===== src/rtl/pe_ctrl_pkg.sv =====
// Shared widths, dataflow encoding and sequencer state encoding
// for the PE tile control path.
package pe_ctrl_pkg;

    localparam int A_W     = 8;
    localparam int BD_W    = 20;
    localparam int SHIFT_W = 5;
    localparam int ID_W    = 3;

    typedef enum logic {
        OS = 1'b0,
        WS = 1'b1
    } dataflow_e;

    typedef enum logic [1:0] {
        IDLE       = 2'd0,
        WAIT_DRAIN = 2'd1,
        RUN        = 2'd2
    } state_e;

endpackage


===== src/rtl/pe_inflight_tracker.sv =====
// Counts issued-but-unretired commands, checks that retires come
// back in issue order, and emits a one-cycle done pulse per retire.
module pe_inflight_tracker
    import pe_ctrl_pkg::*;
#(
    parameter int MAX_INFLIGHT = 4,
    parameter int CNT_W        = $clog2(MAX_INFLIGHT + 1)
) (
    input  logic             clk,
    input  logic             rst,
    input  logic             accept,
    input  logic             res_valid,
    input  logic             res_last,
    input  logic [ID_W-1:0]  res_id,
    output logic [CNT_W-1:0] inflight,
    output logic             done_valid,
    output logic [ID_W-1:0]  done_id,
    output logic             err
);

    logic            retire;
    logic [ID_W-1:0] id_rd;
    logic            empty;

    assign retire = res_valid && res_last;
    assign empty  = (inflight == '0);

    // Retire bookkeeping: done pulse, expected-id pointer, sticky error.
    always_ff @(posedge clk or negedge rst) begin
        if (!rst) begin
            done_valid <= 1'b0;
            done_id    <= '0;
            id_rd      <= '0;
            err        <= 1'b0;
        end else begin
            done_valid <= retire;
            if (retire) begin
                done_id <= res_id;
                id_rd   <= id_rd + ID_W'(1);
                if (res_id != id_rd || empty) begin
                    err <= 1'b1;
                end
            end
        end
    end

    // In-flight count; a retire with nothing outstanding leaves it at zero.
    always_ff @(posedge clk or negedge rst) begin
        if (!rst) begin
            inflight <= '0;
        end else begin
            unique case ({accept, retire})
                2'b10:   inflight <= inflight + CNT_W'(1);
                2'b01:   if (!empty) inflight <= inflight - CNT_W'(1);
                default: inflight <= inflight;
            endcase
        end
    end

endmodule


===== src/rtl/pe_tile_sequencer.sv =====
// Issues compute commands to one PE: streams operand beats with their
// control tuple and throttles on in-flight count and dataflow changes.
module pe_tile_sequencer
    import pe_ctrl_pkg::*;
#(
    parameter int MAX_INFLIGHT = 4,
    parameter int LEN_W        = 4
) (
    input  logic               clk,
    input  logic               rst,
    input  logic               cmd_valid,
    output logic               cmd_ready,
    input  logic               cmd_dataflow,
    input  logic               cmd_preload,
    input  logic [SHIFT_W-1:0] cmd_shift,
    input  logic [LEN_W-1:0]   cmd_len,
    input  logic               op_valid,
    output logic               op_ready,
    input  logic [A_W-1:0]     op_a,
    input  logic [BD_W-1:0]    op_b,
    input  logic [BD_W-1:0]    op_d,
    output logic               pe_valid,
    output logic [A_W-1:0]     pe_a,
    output logic [BD_W-1:0]    pe_b,
    output logic [BD_W-1:0]    pe_d,
    output logic               pe_dataflow,
    output logic               pe_propagate,
    output logic [SHIFT_W-1:0] pe_shift,
    output logic [ID_W-1:0]    pe_id,
    output logic               pe_last,
    input  logic               res_valid,
    input  logic               res_last,
    input  logic [ID_W-1:0]    res_id,
    output logic               done_valid,
    output logic [ID_W-1:0]    done_id,
    output logic               err
);

    localparam int CNT_W = $clog2(MAX_INFLIGHT + 1);
    localparam logic [CNT_W-1:0] MAX_CNT = CNT_W'(MAX_INFLIGHT);

    localparam logic [1:0] ST_IDLE = IDLE;
    localparam logic [1:0] ST_WAIT = WAIT_DRAIN;
    localparam logic [1:0] ST_RUN  = RUN;

    logic [1:0]         state_q;
    logic [1:0]         state_d;
    logic [CNT_W-1:0]   inflight;
    logic               cur_df;
    logic               prop;
    logic [SHIFT_W-1:0] shift_q;
    logic [LEN_W-1:0]   len_q;
    logic [LEN_W-1:0]   beat_q;
    logic [ID_W-1:0]    id_wr;
    logic [ID_W-1:0]    cur_id;
    logic               idle;
    logic               busy;
    logic               df_ok;
    logic               df_change;
    logic               accept;
    logic               beat;
    logic               last_beat;

    assign idle      = (state_q == ST_IDLE);
    assign busy      = (inflight != '0);
    assign df_ok     = !busy || (cmd_dataflow == cur_df);
    assign df_change = busy && (cmd_dataflow != cur_df);
    assign cmd_ready = rst && idle && (inflight < MAX_CNT) && df_ok;
    assign op_ready  = (state_q == ST_RUN);
    assign accept    = cmd_valid && cmd_ready;
    assign beat      = op_valid && op_ready;
    assign last_beat = (beat_q == len_q);

    pe_inflight_tracker #(
        .MAX_INFLIGHT (MAX_INFLIGHT),
        .CNT_W        (CNT_W)
    ) u_tracker (
        .clk        (clk),
        .rst        (rst),
        .accept     (accept),
        .res_valid  (res_valid),
        .res_last   (res_last),
        .res_id     (res_id),
        .inflight   (inflight),
        .done_valid (done_valid),
        .done_id    (done_id),
        .err        (err)
    );

    // Next-state: accept starts RUN, a pending dataflow switch waits for drain.
    always_comb begin
        state_d = state_q;
        unique case (state_q)
            ST_IDLE: begin
                if (accept) begin
                    state_d = ST_RUN;
                end else if (cmd_valid && df_change) begin
                    state_d = ST_WAIT;
                end
            end
            ST_WAIT: if (!busy) state_d = ST_IDLE;
            ST_RUN:  if (beat && last_beat) state_d = ST_IDLE;
            default: state_d = ST_IDLE;
        endcase
    end

    // Command context: latched on accept, beat counter advanced per beat.
    always_ff @(posedge clk or negedge rst) begin
        if (!rst) begin
            state_q <= ST_IDLE;
            cur_df  <= 1'b0;
            prop    <= 1'b0;
            shift_q <= '0;
            len_q   <= '0;
            beat_q  <= '0;
            id_wr   <= '0;
            cur_id  <= '0;
        end else begin
            state_q <= state_d;
            if (accept) begin
                cur_df  <= cmd_dataflow;
                shift_q <= cmd_shift;
                len_q   <= cmd_len;
                beat_q  <= '0;
                cur_id  <= id_wr;
                id_wr   <= id_wr + ID_W'(1);
                if (cmd_preload) prop <= ~prop;
            end else if (beat && !last_beat) begin
                beat_q <= beat_q + LEN_W'(1);
            end
        end
    end

    // PE-facing registers: operands and tuple update only on a beat.
    always_ff @(posedge clk or negedge rst) begin
        if (!rst) begin
            pe_valid     <= 1'b0;
            pe_a         <= '0;
            pe_b         <= '0;
            pe_d         <= '0;
            pe_dataflow  <= 1'b0;
            pe_propagate <= 1'b0;
            pe_shift     <= '0;
            pe_id        <= '0;
            pe_last      <= 1'b0;
        end else begin
            pe_valid <= beat;
            if (beat) begin
                pe_a         <= op_a;
                pe_b         <= op_b;
                pe_d         <= op_d;
                pe_dataflow  <= cur_df;
                pe_propagate <= prop;
                pe_shift     <= shift_q;
                pe_id        <= cur_id;
                pe_last      <= last_beat;
            end
        end
    end

endmodule


===== config.mk =====
export PLATFORM = sky130hd
export DESIGN_NAME = pe_tile_sequencer
export DESIGN_NICKNAME = d
export VERILOG_FILES = /design/src/rtl/pe_ctrl_pkg.sv /design/src/rtl/pe_inflight_tracker.sv /design/src/rtl/pe_tile_sequencer.sv
export SDC_FILE = /design/constraint.sdc
export NUM_CORES = 1
export LEC_CHECK = 0
export ABC_AREA = 1
export BUFFER_PORTS_ARGS = -buffer_cell sky130_fd_sc_hd__clkbuf_2
export CORE_ASPECT_RATIO = 0.7
export CORE_UTILIZATION = 25
export CTS_CLUSTER_DIAMETER = 120
export DETAILED_ROUTE_END_ITERATION = 12
export PLACE_DENSITY = 0.46
export SYNTH_ARGS = -nofsm -noshare
export SYNTH_HDL_FRONTEND = slang
export SYNTH_SLANG_ARGS = --single-unit
export TNS_END_PERCENT = 5

===== constraint.sdc =====
create_clock -name clk -period 3.93 [get_ports clk]
set_input_delay 0.393 -clock clk [delete_from_list [all_inputs] [get_ports clk]]
set_output_delay 0.393 -clock clk [all_outputs]
set_load 0.05 [all_outputs]

Word-level counts from Yosys, hierarchy flattened --
Cells that the tools add are included.
Word-level totals: register bits 94, bits of input ports 68, output and inout port bits 67, word-level logic and storage cells 73
Operators by class: add/subtract/negate cells 5, $lt $le $gt $ge 1, equality and inequality tests 12, muxes and demuxes 9, bitwise logic cells 1, reduce and logical (&&, ||, !) cells 23
Operators with widths (count):
- $logic_and 1x1->1 | 10
- $add 3x1->3 const B | 3
- $mux 2 | 4
- $mux 4 | 2
- $pmux 2 s3 | 1
- $pmux 3 s2 | 1
- $reduce_and 2->1 | 3
- $add 4x1->4 const B | 1
- $eq 2x1->1 const B | 2
- $eq 2x2->1 const B | 2
- $eq 4x4->1 | 1
- $ne 2x2->1 const B | 2
- $reduce_bool 2->1 | 2
- $logic_not 3->1 | 1
- $lt 3x3->1 const B | 1
- $mux 3 | 1
- $ne 3x1->1 const B | 1
- $ne 3x3->1 | 1
- $reduce_and 3->1 | 1
- $reduce_bool 3->1 | 1
- $sub 3x1->3 const B | 1
- $logic_not 1->1 | 2
- $logic_not 2->1 | 1
- $logic_or 1x1->1 | 2
- 4 further kinds | 4

Logic depth before layout (Yosys ltp) --
Gate-level depths: netlist of the first run.
depth after elaboration 8, gate-level depth with buffers 16, gate-level depth less buffers 16

Modules after synthesis --
Synthesis of the first run repeated with hierarchy kept, for this count alone.
Second synthesis, totals: cell total of the unflattened synthesis 446, area, all modules 3922.5 um^2
By module, submodules not included:
- pe_tile_sequencer | instances 1, cells an instance 384, area each 3388.2 um^2
- pe_inflight_tracker | instances 1, cells an instance 62, area each 534.3 um^2

Least setup slack after synthesis of the first run --
Ideal clock, no wire load.
kind reg-to-reg, start point reg state_q[0], end point reg pe_b[0], library setup time 0.066 ns, arrival time 1.620 ns, data required time 3.864 ns, slack 2.244 ns, cell stages (with the launch flop) 8, path through dfrtp_1 > nor2_2 > nand2_2 > inv_2 > buf_4 > buf_2 > nand2_1 > nand2_1
Between the ends: word-level cells in the longest chain between the ends 2
Ends and longest elaborated chain:
- start, declared | line pe_tile_sequencer.sv:46 | logic [1:0] state_q;
- start signal, assigned | line pe_tile_sequencer.sv:119 | state_q <= state_d;
- $eq 2x2->1 | line pe_tile_sequencer.sv:69 | assign op_ready = (state_q == ST_RUN);
- named net op_ready | line pe_tile_sequencer.sv:18 | output logic op_ready,
- $logic_and 1x1->1 | line pe_tile_sequencer.sv:71 | assign beat = op_valid && op_ready;
- end signal, assigned | line pe_tile_sequencer.sv:150 | pe_b <= op_b;
- end, declared | line pe_tile_sequencer.sv:24 | output logic [BD_W-1:0] pe_b,
The timed path passes the listed nets, and every way through them passes these cells. A chain may end at the register's enable or synchronous reset.

Worst setup path in the final report of the first run --
start point in rst, end point reg u_tracker.inflight[2]
Between the ends: word-level cells in the longest chain between the ends 7
Ends and longest elaborated chain:
- start, declared | line pe_tile_sequencer.sv:10 | input logic rst,
- $logic_and 1x1->1 (*) (3 in series) | line pe_tile_sequencer.sv:68 | assign cmd_ready = rst && idle && (inflight < MAX_CNT) && df_ok;
- $logic_and 1x1->1 (*) | line pe_tile_sequencer.sv:70 | assign accept = cmd_valid && cmd_ready;
- $eq 2x1->1 or $eq 2x2->1 (tied branches) | line pe_inflight_tracker.sv:52 | unique case ({accept, retire})
- $ne 2x2->1 (no source line) or $reduce_bool 2->1 (tied branches)
- $reduce_and 2->1 (no source line)
- end signal, assigned | line pe_inflight_tracker.sv:53 | 2'b10: inflight <= inflight + CNT_W'(1);
- end signal, assigned | line pe_inflight_tracker.sv:54 | 2'b01: if (!empty) inflight <= inflight - CNT_W'(1);
- end signal, assigned | line pe_inflight_tracker.sv:55 | default: inflight <= inflight;
- end, declared | line pe_inflight_tracker.sv:15 | output logic [CNT_W-1:0] inflight,
Every way passes the cells marked *; elsewhere a longest branch is shown, timed or not.

==> flow_metrics.py, run 1 <==
metrics = {
    "placed_design": {
        "portBuffers": 134,
        "dp_worst_setup_slack_ns": 1.66,
        "dp_hpwl_um": 6320,
        "dp.cells": 744,
        "globalplace.congestion": 0.756,
        "place_area_um2": 4670,
    },
    "clock_network": {
        "insertion_delay_ns": 0.34,
        "clock-root-buffer": "clkbuf_16",
        "cts_sinks": 94,
        "cts_inserted_buffers": 9,
        "cts_max_path_buffers": 2,
        "htree_levels": 3,
        "cts.clk_slew.worst_paths_ns": 0.07,
        "cts_setup_buffers": 0,
        "cts_resized": 0,
        "cts_tree": "yes",
        "cts_hold_buf": 1,
    },
    "job": {
        "drv_cap": 0,
    },
    "route": {
        "ant_nets": 0,
        "drtIter0Drc": 151,
        "dr.pass1.iters": 4,
        "viasPerCell": 4.12,
        "wire_per_inst_um": 12.0,
        "wl_um": 9140,
        "vias": 3133,
        "drc_errors": 0,
    },
    "setup_path": {
        "cp_slowest_cell": "dlygate4sd3_1",
        "crit_top_cell": "nand2_1",
        "crit_buf_inv": 5,
        "worstSetupEndpointType": "register",
        "cp_top_family": "simple AND/OR/NAND/NOR gates",
        "cp_data_arrival_time_ns": 2.68,
        "worstSetupPathType": "primary input to register",
        "crit_chain": "dlygate4sd3_1 > buf_4 > nand2_1 > nor2_2 > nand3_4 > nand2_2 > nand2_1 > nand2_1 > inv_1 > ha_1 > inv_1 > nand2_1 > inv_1 > nand2_1 > nand3_1 > nand2_1",
        "crit_fanout": 28,
        "required_ns": 4.16,
        "worstSetupStartpointType": "primary input",
        "critPathMaxStageDelay_ns": 0.52,
    },
    "yosys": {
        "synth_area_leaders": "dfrtp_1 (61%), nand2_1 (23%), xnor2_1 (2.5%)",
        "synthTopCellsByCount": "nand2_1 (236), dfrtp_1 (94), inv_1 (19), o21ai_0 (11), xnor2_1 (11)",
        "synth.most_common_cell": "nand2_1",
        "syn_area_um2": 3830,
        "synth_top_cell_by_area": "dfrtp_1",
        "yosysUniqueCellTypes": 25,
        "synth_ff_type": "dfrtp_1",
        "synthesis.nets": 501,
        "yosysWarnings": 0,
        "synth_edf_count": 0,
        "synthCells": 429,
        "ys_seq_area_share_pct": 61.4,
        "synth_area_per_cell_um2": 8.93,
        "synth-seq-cells": 94,
        "ys_async_sr_fraction_pct": 100,
        "synth_top_area_share_pct": 61.4,
    },
    "sta": {
        "slew_headroom_pct": 31.2,
        "worst_clock_skew_ns": 0.00909,
        "setup_violations": 0,
        "setup_slack_ns": 1.48,
        "maxSlewViolCount": 0,
        "setup_tns_ns": 0,
        "period_needed_ns": 2.45,
        "rsz0062_at_grt": "no",
        "post-route-period-util_pct": 62.4,
        "fmax_mhz": 408,
        "finalHoldViolations": 0,
        "hold-worst-slack_ns": 0.245,
        "worstMarginPinSlew_ns": 1.03,
    },
    "finish": {
        "area_growth_pct": 30.2,
        "nets": 633,
        "fin_area_um2": 4990,
        "antennaDiodeCount": 0,
        "stdcell_count": 761,
        "fin_util_pct": 33.7,
        "fillers": 1545,
        "drive_gt1_share_pct": 28.8,
    },
    "pwr": {
        "finalPower_mw": 4.69,
        "power_frac_seq_pct": 35.0,
        "irDropWorstVdd_v": 0.000286,
        "clockPowerShare_pct": 18.9,
        "powerDensity_nw_per_um2": 940,
        "p_sw_mw": 2.27,
        "p_comb_share_pct": 46.1,
        "switching_share_pct": 48.3,
        "p_leak_nw": 2.81,
        "p_int_mw": 2.42,
    },
    "grt": {
        "grt_use_total_pct": 12.0,
        "grt_pass1_wl_um": 14700,
        "antenna_found_initial": 0,
        "grt_pass1_vias": 3008,
        "gr-total-overflow": 0,
        "grt_start_max_net_pins": 73,
    },
    "floorplan": {
        "coreArea_um2": 14800,
        "die_h_um": 106,
        "die_area_um2": 15800,
        "initial_core_util_pct": 25.9,
        "num_rows": 37,
        "die_w_um": 150,
        "io_pins": 135,
    },
    "outcome": {
        "status": "completed",
    },
    "hold_path": {
        "hold_path.class": "primary input to register",
    },
}
-- cell usage in the layout (no fill, tap or decap), types with 3 or more instances in the layout --
cell type / synthesis / layout
o21ai_0: 11 / 11
xor2_1: 3 / 3
nand3_1: 10 / 10
dfrtp_1: 94 / 94
nand2_2: 4 / 4
buf_4: 6 / 3
clkbuf_2: 0 / 133
inv_2: 3 / 3
nand2_1: 236 / 236
xnor2_1: 11 / 11
nor2_1: 4 / 4
clkbuf_16: 0 / 9
inv_1: 19 / 19
nand4_1: 3 / 3
ha_1: 4 / 4
-- state kept, by name (all words and copies together), names as in the netlist, 2 cells and up --
register,count
pe_a,8
pe_shift,5
pe_b,20
shift_q,5
pe_d,20
beat_q,4
u_tracker.done_id,3
len_q,4
u_tracker.id_rd,3
state_q,2
cur_id,3
id_wr,3
pe_id,3
u_tracker.inflight,3
-- final cells by class --
cell class              count  area, um^2  area share, %
clock buffers              10         239           4.79
clock inverters             6        68.8           1.38
inverters                  22        82.6           1.66
multi-input cells         297        1300           26.1
flip-flops and latches     94        2350           47.2
well taps                 195         244           4.89
repair buffers            137         698           14.0
-- cells by family (layout without fill, tap and decap cells) --
| logic type | Yosys count | count (layout) | share of synthesized area (%) |
|---|---|---|---|
| AOI/OAI and AO/OA | 18 | 18 | 2.64 |
| adders and majority gates | 4 | 4 | 1.31 |
| buffers and inverters | 38 | 175 | 4.60 |
| DFF | 94 | 94 | 61.4 |
| xor gates and xnor gates | 14 | 14 | 3.20 |
| and+or+nand+nor | 261 | 261 | 26.9 |
-- worst paths after layout --
kind / start / end / slack, ns / depth (start not counted)
max: rst / u_tracker.inflight[2]$_DFFE_PN0P_ / 1.48 / 16
min: op_b[18] / pe_b[18]$_DFFE_PN0P_ / 0.25 / 3
max reg2reg: state_q[0]$_DFFE_PN0P_ / beat_q[3]$_DFFE_PN0P_ / 1.85 / 7
min reg2reg: u_tracker.err$_DFFE_PN0P_ / u_tracker.err$_DFFE_PN0P_ / 0.46 / 1
max in group asynchronous: rst / pe_b[2]$_DFFE_PN0P_ / 2.22 / 3
min in group asynchronous: rst / pe_d[14]$_DFFE_PN0P_ / 0.50 / 2
-- power groups by stage --
stage / logic, mW / clock network [mW] / registers [mW]
after global placement: 2.16 / 0 / 1.65
after detailed placement: 2.18 / 0 / 1.66
final: 2.16 / 0.885 / 1.64
after floorplan: 0.692 / 0 / 2.61
after CTS: 2.19 / 0.922 / 1.64
after global routing: 2.35 / 0.962 / 1.69
-- routing by layer --
| metal | vias up | track usage (%) | share of wire [%] |
|---|---|---|---|
| met1 | 1461 | 16.0 | 48 |
| met5 | - | 0 | 0 |
| met2 | 94 | 18.1 | 43 |
| li1 | 1570 | - | - |
| met3 | 8 | 3.81 | 7.6 |
| met4 | 0 | 4.26 | 0.96 |
-- tightest hold or removal path: cells and delay by family --
family	cells	cell delay [ns]
buffers and inverters	1	0.07
and+or+nand+nor	2	0.08
Power figures use the tool's default switching activity.
==> run 2, diff against run 1 <==
- clock period: 3.93 -> 2.3 ns (I/O delays scaled with it)
==> flow_metrics.py, run 2 (same netlist as run 1, synthesis figures left out) <==
metrics = {
    "outcome": {
        "status": "completed",
    },
    "finish": {
        "fillers": 1583,
        "fin_area_um2": 5010,
        "final_common_cell": "nand2_1",
        "fin_util_pct": 33.8,
        "largestRegisters": "pe_b x20, pe_d x20, pe_a x8",
        "antennaDiodeCount": 0,
        "seq_area_um2": 2350,
        "area_growth_pct": 30.7,
        "layout_common_cells": "nand2_1 (236), clkbuf_2 (133), dfrtp_1 (94)",
        "nets": 636,
        "drive_gt1_share_pct": 29.3,
        "multi_input_area_um2": 1300,
        "stdcell_count": 764,
    },
    "sta": {
        "finalHoldViolations": 0,
        "slew_headroom_pct": 52.5,
        "worstMarginPinSlew_ns": 0.713,
        "maxSlewViolCount": 0,
        "setup_tns_ns": 0,
        "hold-worst-slack_ns": 0.0752,
        "setup_violations": 0,
        "post-route-period-util_pct": 82.0,
        "setup_slack_ns": 0.413,
        "worst_clock_skew_ns": 0.00461,
        "fmax_mhz": 530,
        "rsz0062_at_grt": "no",
        "period_needed_ns": 1.89,
    },
    "route": {
        "dr.pass1.iters": 7,
        "vias": 3087,
        "viasPerCell": 4.04,
        "wire_per_inst_um": 12.4,
        "ant_nets": 0,
        "drt-met1-wl_um": 4750,
        "highest_layer": "met4",
        "wl_um": 9480,
        "drtIter0Drc": 98,
        "drc_errors": 0,
        "met2_length_um": 4040,
        "route.met3.wl_um": 594,
    },
    "pwr": {
        "clockPowerShare_pct": 19.1,
        "p_sw_mw": 3.90,
        "finalPower_mw": 8.05,
        "p_int_mw": 4.15,
        "p_leak_nw": 2.82,
        "p_comb_share_pct": 46.1,
        "powerDensity_nw_per_um2": 1610,
        "irDropWorstVdd_v": 0.000516,
        "switching_share_pct": 48.4,
        "power_frac_seq_pct": 34.8,
    },
    "floorplan": {
        "die_area_um2": 15800,
        "die_w_um": 150,
        "io_pins": 135,
        "coreArea_um2": 14800,
        "num_rows": 37,
        "initial_core_util_pct": 25.9,
        "die_h_um": 106,
    },
    "placed_design": {
        "dp_worst_setup_slack_ns": 0.428,
        "portBuffers": 134,
        "dp_hpwl_um": 6620,
        "dp.cells": 748,
        "globalplace.congestion": 0.758,
        "place_area_um2": 4700,
    },
    "setup_path": {
        "critPathMaxStageDelay_ns": 0.41,
        "crit_fanout": 18,
        "required_ns": 2.53,
        "worstSetupStartpointType": "register",
        "crit_top_cell": "nand2_1",
        "worstSetupEndpointType": "register",
        "crit_chain": "nor2_1 > nand2_1 > nand2_2 > nand3_4 > nand2_2 > nand2_1 > nand2_1 > inv_1 > ha_1 > inv_1 > nand2_1 > inv_1 > nand2_1 > nand3_1 > nand2_1",
        "cp_data_arrival_time_ns": 2.12,
        "worstSetupPathType": "register to register",
        "cp_slowest_cell": "dfrtp_1",
    },
    "grt": {
        "gr-total-overflow": 0,
        "grt_use_total_pct": 12.6,
        "grt_pass1_vias": 3037,
        "grt_start_max_net_pins": 57,
        "grt_pass1_wl_um": 15300,
        "antenna_found_initial": 0,
    },
    "clock_network": {
        "cts_sinks": 94,
        "htree_levels": 3,
        "cts_resized": 0,
        "cts_setup_buffers": 0,
        "insertion_delay_ns": 0.34,
        "cts_hold_buf": 0,
        "clock-root-buffer": "clkbuf_16",
        "cts_tree": "yes",
        "cts.clk_slew.worst_paths_ns": 0.06,
        "cts_inserted_buffers": 9,
        "cts_max_path_buffers": 2,
    },
    "job": {
        "drv_cap": 0,
    },
    "hold_path": {
        "hold_path.class": "primary input to async pin",
    },
}
-- run 2: cell count changes in the layout (fill, tap and decap cells not counted) --
cell / delta
buf_4: +4
inv_6: -2
inv_8: +1
clkinvlp_4: +1
dlygate4sd3_1: -1
-- run 2: power by group through the flow --
stage | registers (mW) | logic [mW] | clock network [mW]
6_report | 2.80 | 3.71 | 1.53
5_1_grt | 2.90 | 4.04 | 1.65
4_1_cts | 2.81 | 3.77 | 1.58
3_5_place_dp | 2.84 | 3.75 | 0
3_3_place_gp | 2.81 | 3.72 | 0
2_1_floorplan | 4.46 | 1.18 | 0
-- run 2: final timing paths --
path,startpoint,end,slack [ns],cells past startpoint
setup / recovery,u_tracker.inflight[2]$_DFFE_PN0P_,u_tracker.inflight[2]$_DFFE_PN0P_,0.41,15
hold / removal,rst,pe_d[12]$_DFFE_PN0P_,0.08,2
setup reg to reg,u_tracker.inflight[2]$_DFFE_PN0P_,u_tracker.inflight[2]$_DFFE_PN0P_,0.41,15
hold reg to reg,u_tracker.err$_DFFE_PN0P_,u_tracker.err$_DFFE_PN0P_,0.47,1
max in group asynchronous,rst,pe_b[14]$_DFFE_PN0P_,1.24,3
min in group clk,op_a[0],pe_a[0]$_DFFE_PN0P_,0.08,3
-- run 2: area by class of cell --
type | count | area share (%)
Multi-Input combinational cell | 297 | 26.0
Clock inverter | 6 | 1.40
Timing Repair Buffer | 140 | 14.3
Tap cell | 195 | 4.87
Sequential cell | 94 | 47.0
Clock buffer | 10 | 4.77
Inverter | 22 | 1.65
-- run 2: layer usage --
| layer | GRT usage [%] | vias up |
|---|---|---|
| met3 | 3.55 | 10 |
| li1 | - | 1577 |
| met2 | 18.5 | 90 |
| met4 | 3.90 | 0 |
| met5 | 0 | - |
| met1 | 17.7 | 1410 |
-- run 2: worst max-delay path: cells and delay by family (launching register included) --
kind,cells,cell delay [ns]
buffers and inverters,3,0.15
flip-flops,1,0.41
adder cells (fa/ha/maj),1,0.17
AND/OR/NAND/NOR,11,1.05
